`src/rtl/axi_counter_master.sv`:
```
// AXI master that writes REG_COUNT consecutive counter values into a register
// slave, reads back the slave's CRC word and compares it with a local XOR.
module axi_counter_master #(
    parameter int         DATA_WIDTH = 32,
    parameter int         ADDR_WIDTH = 32,
    parameter int         REG_COUNT  = 8,
    parameter logic [3:0] AXI_ID     = 4'h0
) (
    input  logic                    clk,
    input  logic                    areset,
    input  logic                    start_i,
    input  logic [DATA_WIDTH-1:0]   seed_i,
    output logic                    busy_o,
    output logic                    done_o,
    output logic [DATA_WIDTH-1:0]   crc_o,
    output logic                    mismatch_o,
    output logic                    error_o,
    // write address channel
    output logic [3:0]              awid_o,
    output logic [ADDR_WIDTH-1:0]   awaddr_o,
    output logic                    awvalid_o,
    input  logic                    awready_i,
    // write data channel
    output logic [3:0]              wid_o,
    output logic [DATA_WIDTH-1:0]   wdata_o,
    output logic [DATA_WIDTH/8-1:0] wstrb_o,
    output logic                    wlast_o,
    output logic                    wvalid_o,
    input  logic                    wready_i,
    // write response channel
    input  logic [3:0]              bid_i,
    input  logic [1:0]              bresp_i,
    input  logic                    bvalid_i,
    output logic                    bready_o,
    // read address channel
    output logic [3:0]              arid_o,
    output logic [ADDR_WIDTH-1:0]   araddr_o,
    output logic                    arvalid_o,
    input  logic                    arready_i,
    // read data channel
    input  logic [3:0]              rid_i,
    input  logic [DATA_WIDTH-1:0]   rdata_i,
    input  logic                    rlast_i,
    input  logic                    rvalid_i,
    output logic                    rready_o
);

    localparam int                    IDX_W    = (REG_COUNT > 1) ? $clog2(REG_COUNT) : 1;
    localparam logic [IDX_W-1:0]      LAST_IDX = IDX_W'(REG_COUNT - 1);
    localparam logic [ADDR_WIDTH-1:0] CRC_ADDR = ADDR_WIDTH'(4 * REG_COUNT);

    typedef enum logic [2:0] {
        S_IDLE,
        S_WRITE,
        S_WRESP,
        S_RADDR,
        S_RDATA,
        S_DONE
    } state_t;

    state_t r_state;
    state_t w_next_state;

    logic [IDX_W-1:0]      r_idx;
    logic [DATA_WIDTH-1:0] r_acc;
    logic [DATA_WIDTH-1:0] r_wdata;
    logic [ADDR_WIDTH-1:0] r_awaddr;
    logic [ADDR_WIDTH-1:0] r_araddr;
    logic [DATA_WIDTH-1:0] r_crc;
    logic                  r_awvalid;
    logic                  r_wvalid;
    logic                  r_wlast;
    logic                  r_bready;
    logic                  r_arvalid;
    logic                  r_rready;
    logic                  r_busy;
    logic                  r_done;
    logic                  r_mismatch;
    logic                  r_error;

    logic                  w_aw_hs;
    logic                  w_w_hs;
    logic                  w_aw_ok;
    logic                  w_w_ok;
    logic                  w_b_hs;
    logic                  w_ar_hs;
    logic                  w_r_hs;
    logic                  w_last;
    logic [IDX_W-1:0]      w_idx_inc;
    logic                  w_unused;

    // A channel counts as finished once its valid has dropped or is handshaking now.
    assign w_aw_hs   = r_awvalid & awready_i;
    assign w_w_hs    = r_wvalid & wready_i;
    assign w_aw_ok   = ~r_awvalid | awready_i;
    assign w_w_ok    = ~r_wvalid | wready_i;
    assign w_b_hs    = r_bready & bvalid_i;
    assign w_ar_hs   = r_arvalid & arready_i;
    assign w_r_hs    = r_rready & rvalid_i;
    assign w_last    = (r_idx == LAST_IDX);
    assign w_idx_inc = r_idx + IDX_W'(1);

    // IDs and last flags of the read/response channels carry no information here.
    assign w_unused  = ^{bid_i, rid_i, rlast_i};

    always_ff @(posedge clk or negedge areset) begin
        if (!areset) begin
            r_state <= S_IDLE;
        end else begin
            r_state <= w_next_state;
        end
    end

    always_comb begin
        // NOTE: default first so every path assigns w_next_state and no latch is inferred.
        w_next_state = r_state;
        case (r_state)
            S_IDLE:  if (start_i)            w_next_state = S_WRITE;
            S_WRITE: if (w_aw_ok && w_w_ok)  w_next_state = S_WRESP;
            S_WRESP: if (w_b_hs)             w_next_state = w_last ? S_RADDR : S_WRITE;
            S_RADDR: if (w_ar_hs)            w_next_state = S_RDATA;
            S_RDATA: if (w_r_hs)             w_next_state = S_DONE;
            S_DONE:                          w_next_state = S_IDLE;
            default:                         w_next_state = S_IDLE;
        endcase
    end

    // Every output is a flop; each one is set on entry to the state that owns it.
    always_ff @(posedge clk or negedge areset) begin
        if (!areset) begin
            r_idx      <= '0;
            r_acc      <= '0;
            r_wdata    <= '0;
            r_awaddr   <= '0;
            r_araddr   <= '0;
            r_crc      <= '0;
            r_awvalid  <= 1'b0;
            r_wvalid   <= 1'b0;
            r_wlast    <= 1'b0;
            r_bready   <= 1'b0;
            r_arvalid  <= 1'b0;
            r_rready   <= 1'b0;
            r_busy     <= 1'b0;
            r_done     <= 1'b0;
            r_mismatch <= 1'b0;
            r_error    <= 1'b0;
        end else begin
            // NOTE: non-blocking so every flop samples the pre-edge value of the others.
            r_done <= 1'b0;
            case (r_state)
                S_IDLE: begin
                    if (start_i) begin
                        r_idx      <= '0;
                        r_acc      <= '0;
                        r_wdata    <= seed_i;
                        r_awaddr   <= '0;
                        r_error    <= 1'b0;
                        r_mismatch <= 1'b0;
                        r_busy     <= 1'b1;
                        r_awvalid  <= 1'b1;
                        r_wvalid   <= 1'b1;
                        r_wlast    <= 1'b1;
                    end
                end
                S_WRITE: begin
                    if (w_aw_hs) begin
                        r_awvalid <= 1'b0;
                    end
                    if (w_w_hs) begin
                        r_wvalid <= 1'b0;
                        r_wlast  <= 1'b0;
                    end
                    if (w_aw_ok && w_w_ok) begin
                        r_bready <= 1'b1;
                    end
                end
                S_WRESP: begin
                    if (w_b_hs) begin
                        r_bready <= 1'b0;
                        r_acc    <= r_acc ^ r_wdata;
                        if (bresp_i != 2'b00) begin
                            r_error <= 1'b1;
                        end
                        if (w_last) begin
                            r_arvalid <= 1'b1;
                            r_araddr  <= CRC_ADDR;
                        end else begin
                            r_idx     <= w_idx_inc;
                            r_awaddr  <= ADDR_WIDTH'({w_idx_inc, 2'b00});
                            r_wdata   <= r_wdata + DATA_WIDTH'(1);
                            r_awvalid <= 1'b1;
                            r_wvalid  <= 1'b1;
                            r_wlast   <= 1'b1;
                        end
                    end
                end
                S_RADDR: begin
                    if (w_ar_hs) begin
                        r_arvalid <= 1'b0;
                        r_rready  <= 1'b1;
                    end
                end
                S_RDATA: begin
                    if (w_r_hs) begin
                        r_rready   <= 1'b0;
                        r_crc      <= rdata_i;
                        r_mismatch <= (rdata_i != r_acc);
                        r_done     <= 1'b1;
                    end
                end
                S_DONE: begin
                    r_busy <= 1'b0;
                end
                default: begin
                    r_busy <= 1'b0;
                end
            endcase
        end
    end

    assign busy_o     = r_busy;
    assign done_o     = r_done;
    assign crc_o      = r_crc;
    assign mismatch_o = r_mismatch;
    assign error_o    = r_error;

    assign awid_o     = AXI_ID;
    assign awaddr_o   = r_awaddr;
    assign awvalid_o  = r_awvalid;

    assign wid_o      = AXI_ID;
    assign wdata_o    = r_wdata;
    assign wstrb_o    = '1;
    assign wlast_o    = r_wlast;
    assign wvalid_o   = r_wvalid;

    assign bready_o   = r_bready;

    assign arid_o     = AXI_ID;
    assign araddr_o   = r_araddr;
    assign arvalid_o  = r_arvalid;

    assign rready_o   = r_rready;

endmodule
```
`config.mk`:
```
export PLATFORM = sky130hd
export DESIGN_NAME = axi_counter_master
export DESIGN_NICKNAME = d
export VERILOG_FILES = /design/src/rtl/axi_counter_master.sv
export SDC_FILE = /design/constraint.sdc
export NUM_CORES = 1
export LEC_CHECK = 0
export BUFFER_PORTS_ARGS = -buffer_cell sky130_fd_sc_hd__buf_2
export CAP_MARGIN = 20
export CORE_MARGIN = 2
export CORE_UTILIZATION = 45
export DETAILED_ROUTE_END_ITERATION = 8
export PLACE_DENSITY_LB_ADDON = 0.08
export SLEW_MARGIN = 20
export SYNTH_ARGS = -nofsm -noshare
export SYNTH_HDL_FRONTEND = slang
export SYNTH_SLANG_ARGS = --single-unit
export TNS_END_PERCENT = 30
```
`constraint.sdc`:
```
create_clock -name clk -period 4.7 [get_ports clk]
set_input_delay 0.47 -clock clk [delete_from_list [all_inputs] [get_ports clk]]
set_output_delay 0.47 -clock clk [all_outputs]
set_load 0.05 [all_outputs]
```
==> results of run 1 <==
[worst reg2reg max path: cells and delay by family, from the launching register on]
family,cells,cell delay (ns)
DFF,1,0.59
AOI/OAI and AO/OA,3,0.99
and+or+nand+nor,1,0.97
[cell families (layout without fill, tap and decap cells)]
logic type,after synthesis,count (layout)
adders and majority gates,3,3
muxes,40,40
and+or+nand+nor,237,237
other,2,76
DFF,112,112
buffers and inverters,116,177
xor gates and xnor gates,64,64
AOI/OAI and AO/OA,105,105
[registers in the layout, indices dropped and copies added, names as in the netlist]
signal      count
crc_o          32
wlast_o         1
wdata_o        32
error_o         1
araddr_o        1
done_o          1
r_state         3
awvalid_o       1
rready_o        1
busy_o          1
awaddr_o        3
r_acc          32
bready_o        1
arvalid_o       1
mismatch_o      1
[worst max-delay path by stage]
stage,cells after the start,to,start
after global routing,4,wdata_o[19],r_state[0]
after global placement,4,wdata_o[19],r_state[0]
final,4,wdata_o[19],r_state[0]
after CTS,4,wdata_o[19],r_state[0]
after floorplan,8,wdata_o[31],awaddr_o[2]
after detailed placement,4,wdata_o[19],r_state[0]
[cell usage in the layout, fill, tap and decap left out, types with 20 or more instances in the layout]
master and n:
nand3_1 20, buf_2 150, conb_1 76, o21ai_0 21, a21oi_1 32, mux2_2 33
dfrtp_1 112, nor2_1 56, xor2_1 64, nand2_1 100
[stage by stage]
step / hold WS (ns) / power (mW) / setup slack, ns
floorplan: 0.174 / 1.25 / 2.42
global placement: 0.439 / 1.28 / 2.11
detailed placement: 0.451 / 1.28 / 2.03
CTS: 0.330 / 2.09 / 2.02
global route: 0.219 / 2.14 / 1.85
finish: 0.151 / 2.07 / 2.06
[layer usage]
layer / wire length (um) / GRT usage, %
met1: 7660 / 30.3
met2: 7460 / 32.7
met4: 331 / 8.99
met3: 847 / 2.61
met5: 0 / 0
[power breakdown]
group / leakage (nW) / switching, mW / total [mW] / internal, mW
registers: 1.52 / 0.0189 / 0.991 / 0.972
clock network: 0.144 / 0.370 / 0.804 / 0.434
logic: 2.19 / 0.224 / 0.271 / 0.0471
total: 3.86 / 0.613 / 2.07 / 1.45
[area by class of cell]
class / count / area [sq um] / share of cell area (%)
flip-flops and latches: 112 / 2800 / 38.2
clock buffers: 11 / 243 / 3.31
multi-input cells: 525 / 3180 / 43.4
inverters: 6 / 22.5 / 0.307
clock inverters: 5 / 65.1 / 0.888
well taps: 180 / 225 / 3.07
repair buffers: 155 / 792 / 10.8
==> flow_metrics.py, run 1 <==
metrics = {
    "outcome": {
        "run_status": "completed",
    },
    "layout": {
        "final_layout_size_suffix_gt1_share_pct": 27.0,
        "fin_nets": 895,
        "fin_area_sq_um": 7330,
        "nFillCells": 1315,
        "antenna_cells_inserted": 0,
        "synthToLayoutAreaGrowth_pct": 13.0,
        "post_layout_nonfiller_instances": 994,
        "final_cell_utilization_of_the_core_pct": 52.4,
    },
    "timing": {
        "slew_viol_final": 0,
        "finalHoldViolCount": 0,
        "final-setup-viol-count": 0,
        "timing.final.crit_period_ns": 2.64,
        "tcrit_tclk_final_pct": 56.1,
        "sum_of_negative_setup_slack_ns": 0,
        "finClkSkew_ns": 0.00632,
        "fmax_mhz": 379,
        "tightest_slew_ns": 0.886,
        "grt_setup_unrepaired": "no",
        "max-slew-margin-rel_pct": 40.7,
    },
    "critical_path": {
        "crit_top_cell": "a311oi_1",
        "cp.buffers_inverters": 0,
        "register_to_register_setup_slack_ns": 2.06,
        "worst-path-max-fanout": 32,
        "timing.reg2reg.worst_path_depth": 4,
        "worstPathCellList": "or4b_1, o21ai_4, a311oi_1, a311oi_1",
        "reg2reg_to": "wdata_o[19]",
        "timing.critical_path.max_delay_family": "simple AND/OR/NAND/NOR gates",
        "worstSetupEndpointType": "register",
        "cpMaxStageDelayCell": "or4b_1",
        "cp.arrival_ns": 2.90,
        "worst_path_largest_cell_delay_ns": 0.97,
        "critPathRequiredTime_ns": 4.96,
        "startpoint_type": "register",
        "path_class": "reg -> reg",
        "r2r_start": "r_state[0]",
    },
    "synth": {
        "synth-compound-area-share_pct": 10.7,
        "yosys.area_share.simple_pct": 17.7,
        "yosysSeqAreaShare_pct": 43.2,
        "most_used_standard_cell_by_instance_count_after_synthesis": "dfrtp_1",
        "ffs_w_async_s_r_synth_pct": 100,
        "yosysTopAreaCell": "dfrtp_1",
        "post_synth_xor_area_fraction_pct": 8.64,
        "synth-adder-area-share_pct": 0.579,
        "synth_flop_cell": "dfrtp_1",
        "synth_enable_flop_cells": 0,
        "synthTopCellsByArea": "dfrtp_1, buf_4, xor2_1",
        "yosys-mux-area-fraction_pct": 6.81,
        "synth.lib_cells_used.distinct": 57,
        "synthesized_area_per_cell_sq_um": 9.55,
        "synth.ff_latch_count": 112,
        "synth.top_cells.by_count": "dfrtp_1, nand2_1, buf_4",
        "yosys.area.top_type_share_pct": 43.2,
        "syn-cell-area_sq_um": 6490,
        "syn_warnings": 0,
        "synth_top_family_by_area": "simple AND/OR/NAND/NOR gates",
        "syn_inst": 679,
    },
    "routing": {
        "dr_total_vias": 5106,
        "drc_violation_total_after_the_first_tritonroute_iteration": 313,
        "ant_nets": 0,
        "detail_route.first_pass.iterations": 5,
        "final_routed_wire_length_divided_by_cell_count_um": 16.4,
        "drc": 0,
        "post_drt_via_cell_ratio": 5.14,
        "drt-total-wl_um": 16300,
    },
    "placed_design": {
        "place.detailed.hpwl_um": 11900,
        "dp.cells": 978,
        "gp_routability_congestion": 0.868,
        "io_buffer_count": 151,
        "placedInstanceArea_sq_um": 7020,
    },
    "clock_tree": {
        "ctsResizeCount": 0,
        "worstSkewPairLatency_ns": 0.36,
        "clkSlewWorstSetupHoldPaths_ns": 0.08,
        "cts_max_path_buffers": 2,
        "cts_buffers": 9,
        "clock-root-buffer": "clkbuf_16",
        "cts_hold_buf": 0,
        "cts.sink_count": 112,
        "post_cts_buffers": 0,
        "htree_num_levels": 3,
        "clock_tree_from_tritoncts": "done",
    },
    "hold_path": {
        "min-delay-path-class": "in -> async",
    },
    "floorplanning": {
        "die_w_um": 124,
        "placeableCoreArea_sq_um": 14000,
        "design.die.area_sq_um": 15400,
        "standard_cell_row_count": 43,
        "io_pins": 237,
        "initial_utilization_pct": 46.4,
        "dieHeight_um": 124,
    },
    "global_route": {
        "grt_antenna_before_repair": 0,
        "grt_pass1_vias": 4650,
        "wire_length_of_the_first_global_routing_pass_um": 24900,
        "groute.usage.overall_pct": 21.3,
        "overflow": 0,
        "grt_max_degree": 81,
    },
    "power_and_ir_drop": {
        "cellPowerDensity_nw_per_um2": 282,
        "irDropWorstVdd_v": 0.000161,
        "power.static_leakage_nw": 3.86,
    },
    "flow_run": {
        "drv_cap": 0,
    },
}
(Power assumes the default switching activity.)
==> run 2: changes to the inputs <==
==> constraint.sdc (replaced) <==
create_clock -name clk -period 2.3 [get_ports clk]
set_input_delay 0.23 -clock clk [delete_from_list [all_inputs] [get_ports clk]]
set_output_delay 0.23 -clock clk [all_outputs]
set_load 0.05 [all_outputs]
==> run 2 against run 1 <==
Effect of this change:
- core utilization up 1.3 points
- total power up 100%
- die area unchanged
- sequential power up 100%
- hold slack worse by 0.052 ns
- clock-buffer cell count unchanged
- final area up 2.6%
- clock skew up 0.0020 ns
- combinational power up 120%
- critical path depth up 2
- register-to-register slack worse by 1.9 ns
==> flow_metrics.py, run 2 (synthesis gave the netlist of run 1 again) <==
metrics = {
    "outcome": {
        "run_status": "completed",
    },
    "clock_tree": {
        "ctsResizeCount": 0,
        "cts_buffers": 9,
        "cts_max_path_buffers": 2,
        "clock-root-buffer": "clkbuf_16",
        "htree_num_levels": 3,
        "clkSlewWorstSetupHoldPaths_ns": 0.07,
        "clock_tree_from_tritoncts": "done",
        "cts.sink_count": 112,
        "post_cts_buffers": 0,
        "cts_hold_buf": 1,
        "worstSkewPairLatency_ns": 0.35,
    },
    "placed_design": {
        "gp_routability_congestion": 0.881,
        "place.detailed.hpwl_um": 12400,
        "io_buffer_count": 151,
    },
    "hold_path": {
        "worst_hold_stages": 3,
        "worstHoldEndpoint": "error_o",
        "min-delay-path-class": "in -> reg",
        "hold_path_startpoint": "bresp_i[0]",
    },
    "routing": {
        "drc": 0,
        "detail_route.first_pass.iterations": 5,
        "post_drt_via_cell_ratio": 5.18,
        "final_routed_wire_length_divided_by_cell_count_um": 16.1,
        "drc_violation_total_after_the_first_tritonroute_iteration": 397,
        "ant_nets": 0,
        "drt-total-wl_um": 16400,
        "dr_total_vias": 5269,
    },
    "timing": {
        "timing.final.crit_period_ns": 2.12,
        "tightest_slew_ns": 0.622,
        "max-slew-margin-rel_pct": 58.5,
        "finClkSkew_ns": 0.00834,
        "final-setup-viol-count": 0,
        "grt_setup_unrepaired": "no",
        "fmax_mhz": 473,
        "tcrit_tclk_final_pct": 92.0,
        "sum_of_negative_setup_slack_ns": 0,
        "finalHoldViolCount": 0,
        "slew_viol_final": 0,
    },
    "critical_path": {
        "register_to_register_setup_slack_ns": 0.18,
        "worst-path-max-fanout": 15,
        "startpoint_type": "register",
        "worstSetupEndpointType": "register",
        "r2r_start": "awaddr_o[2]",
        "reg2reg_to": "wdata_o[17]",
        "path_class": "reg -> reg",
        "timing.reg2reg.worst_path_depth": 6,
        "critPathRequiredTime_ns": 2.53,
        "cp.arrival_ns": 2.35,
    },
    "layout": {
        "nFillCells": 1355,
        "fin_nets": 921,
        "final_layout_size_suffix_gt1_share_pct": 28.9,
        "final_common_cell": "buf_2",
        "final_cell_utilization_of_the_core_pct": 53.7,
        "synthToLayoutAreaGrowth_pct": 15.9,
        "antenna_cells_inserted": 0,
        "highest_count_cells_in_the_layout_ignoring_fill_and_taps": "buf_2, dfrtp_1, nand2_1, conb_1, xor2_1",
    },
    "global_route": {
        "grt_pass1_vias": 4829,
        "wire_length_of_the_first_global_routing_pass_um": 25700,
        "overflow": 0,
        "grt_max_degree": 52,
        "grt_antenna_before_repair": 0,
        "groute.usage.overall_pct": 21.8,
    },
    "power_and_ir_drop": {
        "internal_mw": 2.93,
        "cellPowerDensity_nw_per_um2": 549,
        "share_seq_of_total_power_pct": 48.8,
        "swShare_pct": 29.0,
        "irDropWorstVdd_v": 0.000288,
        "power.clock.fraction_pct": 37.1,
        "power.net_switching_mw": 1.20,
        "power.static_leakage_nw": 3.99,
        "comb_power_share_pct": 14.1,
    },
    "floorplanning": {
        "io_pins": 237,
        "dieHeight_um": 124,
        "standard_cell_row_count": 43,
        "design.die.area_sq_um": 15400,
        "initial_utilization_pct": 46.4,
        "die_w_um": 124,
        "placeableCoreArea_sq_um": 14000,
    },
    "flow_run": {
        "drv_cap": 0,
    },
}
-- run 2: cell count changes in the layout (fill, tap and decap cells not counted), sizes merged --
cell / before / now
dlygate4sd3: 0 / 1
clkinvlp: 2 / 0
buf: 155 / 180
-- run 2: worst max-delay path: stages (launching register included) --
cell	delay (ns)
dfrtp_1	0.42
ha_1	0.21
ha_1	0.23
nand4bb_4	0.28
or2_2	0.46
o32ai_1	0.32
a21oi_1	0.08
-- run 2: layer usage --
layer / vias to the layer above / GRT usage, % / wire (um) / share of wire (%)
met5: - / 0 / 0 / 0
met2: 222 / 33.8 / 7610 / 46
li1: 2506 / - / - / -
met3: 27 / 2.38 / 991 / 6.0
met4: 0 / 8.85 / 357 / 2.2
met1: 2514 / 31.3 / 7480 / 46
-- run 2: stage by stage --
step / hold WS, ns / setup WS, ns / power (mW) / area [sq um] / instances
3_3_place_gp: 0.282 / 0.240 / 2.63 / 7230 / 1003
6_report: 0.0986 / 0.184 / 4.13 / 7520 / 1018
2_1_floorplan: -0.0656 / 0.0226 / 2.55 / 6760 / 753
4_1_cts: 0.0915 / 0.163 / 4.17 / 7520 / 1018
5_1_grt: 0.115 / 0.0289 / 4.28 / 7520 / 1018
3_5_place_dp: 0.289 / 0.178 / 2.63 / 7230 / 1003
-- run 2: power by group through the flow --
stage,clock network [mW],logic [mW],registers (mW)
floorplan,0,0.437,2.11
global placement,0,0.579,2.05
detailed placement,0,0.583,2.05
CTS,1.57,0.586,2.01
global route,1.65,0.621,2.02
finish,1.53,0.584,2.01
-- run 2: worst max-delay path by stage --
stage | start | endpoint | slack, ns | cells after the start
2_1_floorplan | awaddr_o[2] | wdata_o[31] | 0.02 | 8
3_3_place_gp | awaddr_o[2] | wdata_o[17] | 0.24 | 6
3_5_place_dp | awaddr_o[2] | wdata_o[17] | 0.18 | 6
4_1_cts | awaddr_o[2] | wdata_o[17] | 0.16 | 6
5_1_grt | awaddr_o[2] | wdata_o[5] | 0.03 | 7
6_report | awaddr_o[2] | wdata_o[17] | 0.18 | 6
-- run 2: cell type report --
cell class	instances	area (sq um)	share of cell area [%]
tap	180	225	3.00
clock inverter	3	43.8	0.582
sequential	112	2800	37.3
inverter	6	22.5	0.300
multi-input combinational	525	3180	42.3
clock buffer	11	233	3.10
timing repair buffer	181	1010	13.4
==> run 3: changes to the inputs <==
--- a/config.mk
+++ b/config.mk
@@ -5,6 +5,7 @@
 export SDC_FILE = /design/constraint.sdc
 export NUM_CORES = 1
 export LEC_CHECK = 0
+export ABC_AREA = 1
 export BUFFER_PORTS_ARGS = -buffer_cell sky130_fd_sc_hd__buf_2
 export CAP_MARGIN = 20
 export CORE_MARGIN = 2
==> run 3 against run 2 <==
Effect of this change:
- clock skew increased by 0.00061 ns
- die area increased by 6.1%
- first-iteration DRC count decreased by 8.6%
- fmax increased by 12%
- synthesized cell count increased by 43%
- sequential share of layout area decreased by 1.5 points
- area after synthesis increased by 6.3%
- core utilization decreased by 1.8 points
- clock power increased by 4%
- critical path depth increased by 1
- combinational power decreased by 12%
- critical path type unchanged
==> flow_metrics.py, run 3 <==
metrics = {
    "outcome": {
        "run_status": "completed",
    },
    "hold_path": {
        "hold_path_startpoint": "bresp_i[0]",
        "worst_hold_stages": 3,
        "min-delay-path-class": "in -> reg",
        "worstHoldEndpoint": "error_o",
    },
    "global_route": {
        "grt_antenna_before_repair": 0,
        "global_route.peak_usage_layer": "met2",
        "grt_util_met3_pct": 2.96,
        "grt_use_met1_pct": 29.1,
        "overflow": 0,
        "groute.usage.overall_pct": 21.0,
        "wire_length_of_the_first_global_routing_pass_um": 27000,
        "grt_pass1_vias": 5314,
        "use_met2_pct": 34.2,
        "grt_max_degree": 51,
    },
    "clock_tree": {
        "clkSlewWorstSetupHoldPaths_ns": 0.08,
        "worstSkewPairLatency_ns": 0.35,
        "clock-root-buffer": "clkbuf_16",
        "cts_max_path_buffers": 2,
        "ctsResizeCount": 0,
        "cts_buffers": 9,
        "clock_tree_from_tritoncts": "done",
        "htree_num_levels": 3,
        "cts.sink_count": 112,
        "post_cts_buffers": 0,
    },
    "synth": {
        "yosys.area.top_type_share_pct": 40.6,
        "synth.lib_cells_used.distinct": 30,
        "syn_warnings": 0,
        "synth_flop_cell": "dfrtp_1",
        "syn-cell-area_sq_um": 6900,
        "synth_enable_flop_cells": 0,
        "synth.ff_latch_count": 112,
        "synth.top_cells.by_count": "nand2_1, dfrtp_1, inv_1",
        "ffs_w_async_s_r_synth_pct": 100,
        "syn_inst": 969,
        "synthesized_area_per_cell_sq_um": 7.12,
        "yosysSeqAreaShare_pct": 40.6,
        "yosysTopAreaCell": "dfrtp_1",
        "most_used_standard_cell_by_instance_count_after_synthesis": "nand2_1",
        "synthTopCellsByArea": "dfrtp_1, nand2_1, buf_4",
    },
    "routing": {
        "post_drt_via_cell_ratio": 4.60,
        "final_routed_wire_length_divided_by_cell_count_um": 13.1,
        "drt-total-wl_um": 17200,
        "drc_violation_total_after_the_first_tritonroute_iteration": 363,
        "ant_nets": 0,
        "dr_total_vias": 6019,
        "drc": 0,
        "detail_route.first_pass.iterations": 5,
    },
    "power_and_ir_drop": {
        "share_seq_of_total_power_pct": 48.9,
        "swShare_pct": 28.2,
        "power.static_leakage_nw": 4.29,
        "power.net_switching_mw": 1.16,
        "power.clock.fraction_pct": 38.6,
        "cellPowerDensity_nw_per_um2": 524,
        "internal_mw": 2.95,
        "irDropWorstVdd_v": 0.000329,
        "comb_power_share_pct": 12.5,
        "totalPowerFinal_mw": 4.11,
    },
    "floorplanning": {
        "placeableCoreArea_sq_um": 15100,
        "dieHeight_um": 128,
        "standard_cell_row_count": 45,
        "initial_utilization_pct": 45.7,
        "die_w_um": 128,
        "design.die.area_sq_um": 16300,
        "io_pins": 237,
    },
    "timing": {
        "worst_hold_slack_ns": 0.0982,
        "slew_viol_final": 0,
        "max-slew-margin-rel_pct": 57.3,
        "tcrit_tclk_final_pct": 82.3,
        "finalHoldViolCount": 0,
        "final-setup-viol-count": 0,
        "timing.final.crit_period_ns": 1.89,
        "sum_of_negative_setup_slack_ns": 0,
        "worst_slack_ns": 0.408,
        "tightest_slew_ns": 0.641,
        "grt_setup_unrepaired": "no",
        "fmax_mhz": 528,
        "finClkSkew_ns": 0.00896,
    },
    "placed_design": {
        "io_buffer_count": 151,
        "gp_routability_congestion": 0.856,
        "pre_cts_ws_ns": 0.392,
        "place.detailed.hpwl_um": 12700,
    },
    "critical_path": {
        "worst-path-max-fanout": 31,
        "worstPathCellList": "ha_1, ha_1, o21ai_1, nand2_4, inv_4, nand2_1, o21a_1",
        "worstSetupEndpointType": "register",
        "reg2reg_to": "wdata_o[2]",
        "startpoint_type": "register",
        "startpoint": "awaddr_o[2]",
        "worst_path_largest_cell_delay_ns": 0.42,
        "r2r_start": "awaddr_o[2]",
        "cpMaxStageDelayCell": "dfrtp_1",
        "timing.reg2reg.worst_path_depth": 7,
        "critPathRequiredTime_ns": 2.54,
        "register_to_register_setup_slack_ns": 0.41,
        "path_class": "reg -> reg",
        "crit_top_cell": "ha_1",
        "cp.arrival_ns": 2.14,
    },
    "layout": {
        "final_cell_utilization_of_the_core_pct": 52.0,
        "fin_nets": 1202,
        "synthToLayoutAreaGrowth_pct": 13.7,
        "final_common_cell": "nand2_1",
        "final_layout_size_suffix_gt1_share_pct": 17.9,
        "highest_count_cells_in_the_layout_ignoring_fill_and_taps": "nand2_1, buf_2, dfrtp_1, inv_1, conb_1",
        "antenna_cells_inserted": 0,
    },
    "flow_run": {
        "drv_cap": 0,
    },
}
==> run 3: cell types whose count changed after synthesis, sizes merged, moves of 9 or more <==
cell    delta
a21oi     +13
inv       +97
mux2      -33
nand2    +267
nand3b    +13
nor4       -9
o21ai     +61
xnor2     +20
xor2      -58
==> run 3: repair_timing <==
action,in CTS,in global routing
setup endpoints to repair,0,0
hold endpoints to repair,42,0
hold buffers,1,0
==> run 3: power by group through the flow <==
| stage | Clock, mW | Combinational [mW] | Sequential [mW] |
|---|---|---|---|
| finish | 1.59 | 0.513 | 2.01 |
| global route | 1.71 | 0.561 | 2.02 |
| CTS | 1.63 | 0.516 | 2.01 |
| global placement | 0 | 0.511 | 2.05 |
| detailed placement | 0 | 0.513 | 2.05 |
| floorplan | 0 | 0.474 | 2.05 |
==> run 3: stage by stage <==
step                      instance area, sq um  instances
final                                     7840       1309
after global routing                      7840       1309
after CTS                                 7840       1309
after detailed placement                  7540       1292
after global placement                    7540       1292
after floorplan                           7170       1043
==> run 3: layer usage <==
metal / share of wire (%) / vias up
met5: 0 / -
met4: 1.7 / 0
met3: 5.1 / 20
met2: 46 / 184
met1: 47 / 2659
li1: - / 3156
==> run 3: area by class of cell <==
| class | count | area [sq um] |
|---|---|---|
| clock buffers | 12 | 236 |
| clock inverters | 4 | 52.6 |
| fillers | 1571 | 7250 |
| inverters | 103 | 392 |
| multi-input cells | 725 | 3240 |
| flip-flops and latches | 112 | 2800 |
| well taps | 188 | 235 |
| repair buffers | 165 | 878 |
==> run 3: cell families after synthesis <==
kind of cell	Yosys count	share of synthesized area [%]
compound gates	138	10.3
xor+xnor	26	3.30
fa+ha+maj	3	0.544
buf+inv	206	16.3
flops	112	40.6
mux	1	0.145
other cells	2	0.109
simple gates	481	28.6
==> run 3: worst max-delay path: cells and delay by family (launching register included) <==
kind                       cells  cell delay, ns
and+or+nand+nor                2            0.34
AOI/OAI and AO/OA              2            0.32
buffers and inverters          1            0.26
DFF                            1            0.42
adders and majority gates      2            0.45
==> run 3: how the worst max path moves through the flow <==
stage             endpoint  cells past startpoint
3_3_place_gp    wdata_o[2]                      7
4_1_cts         wdata_o[2]                      7
5_1_grt         wdata_o[2]                      7
6_report        wdata_o[2]                      7
3_5_place_dp    wdata_o[2]                      7
2_1_floorplan  wdata_o[30]                     10
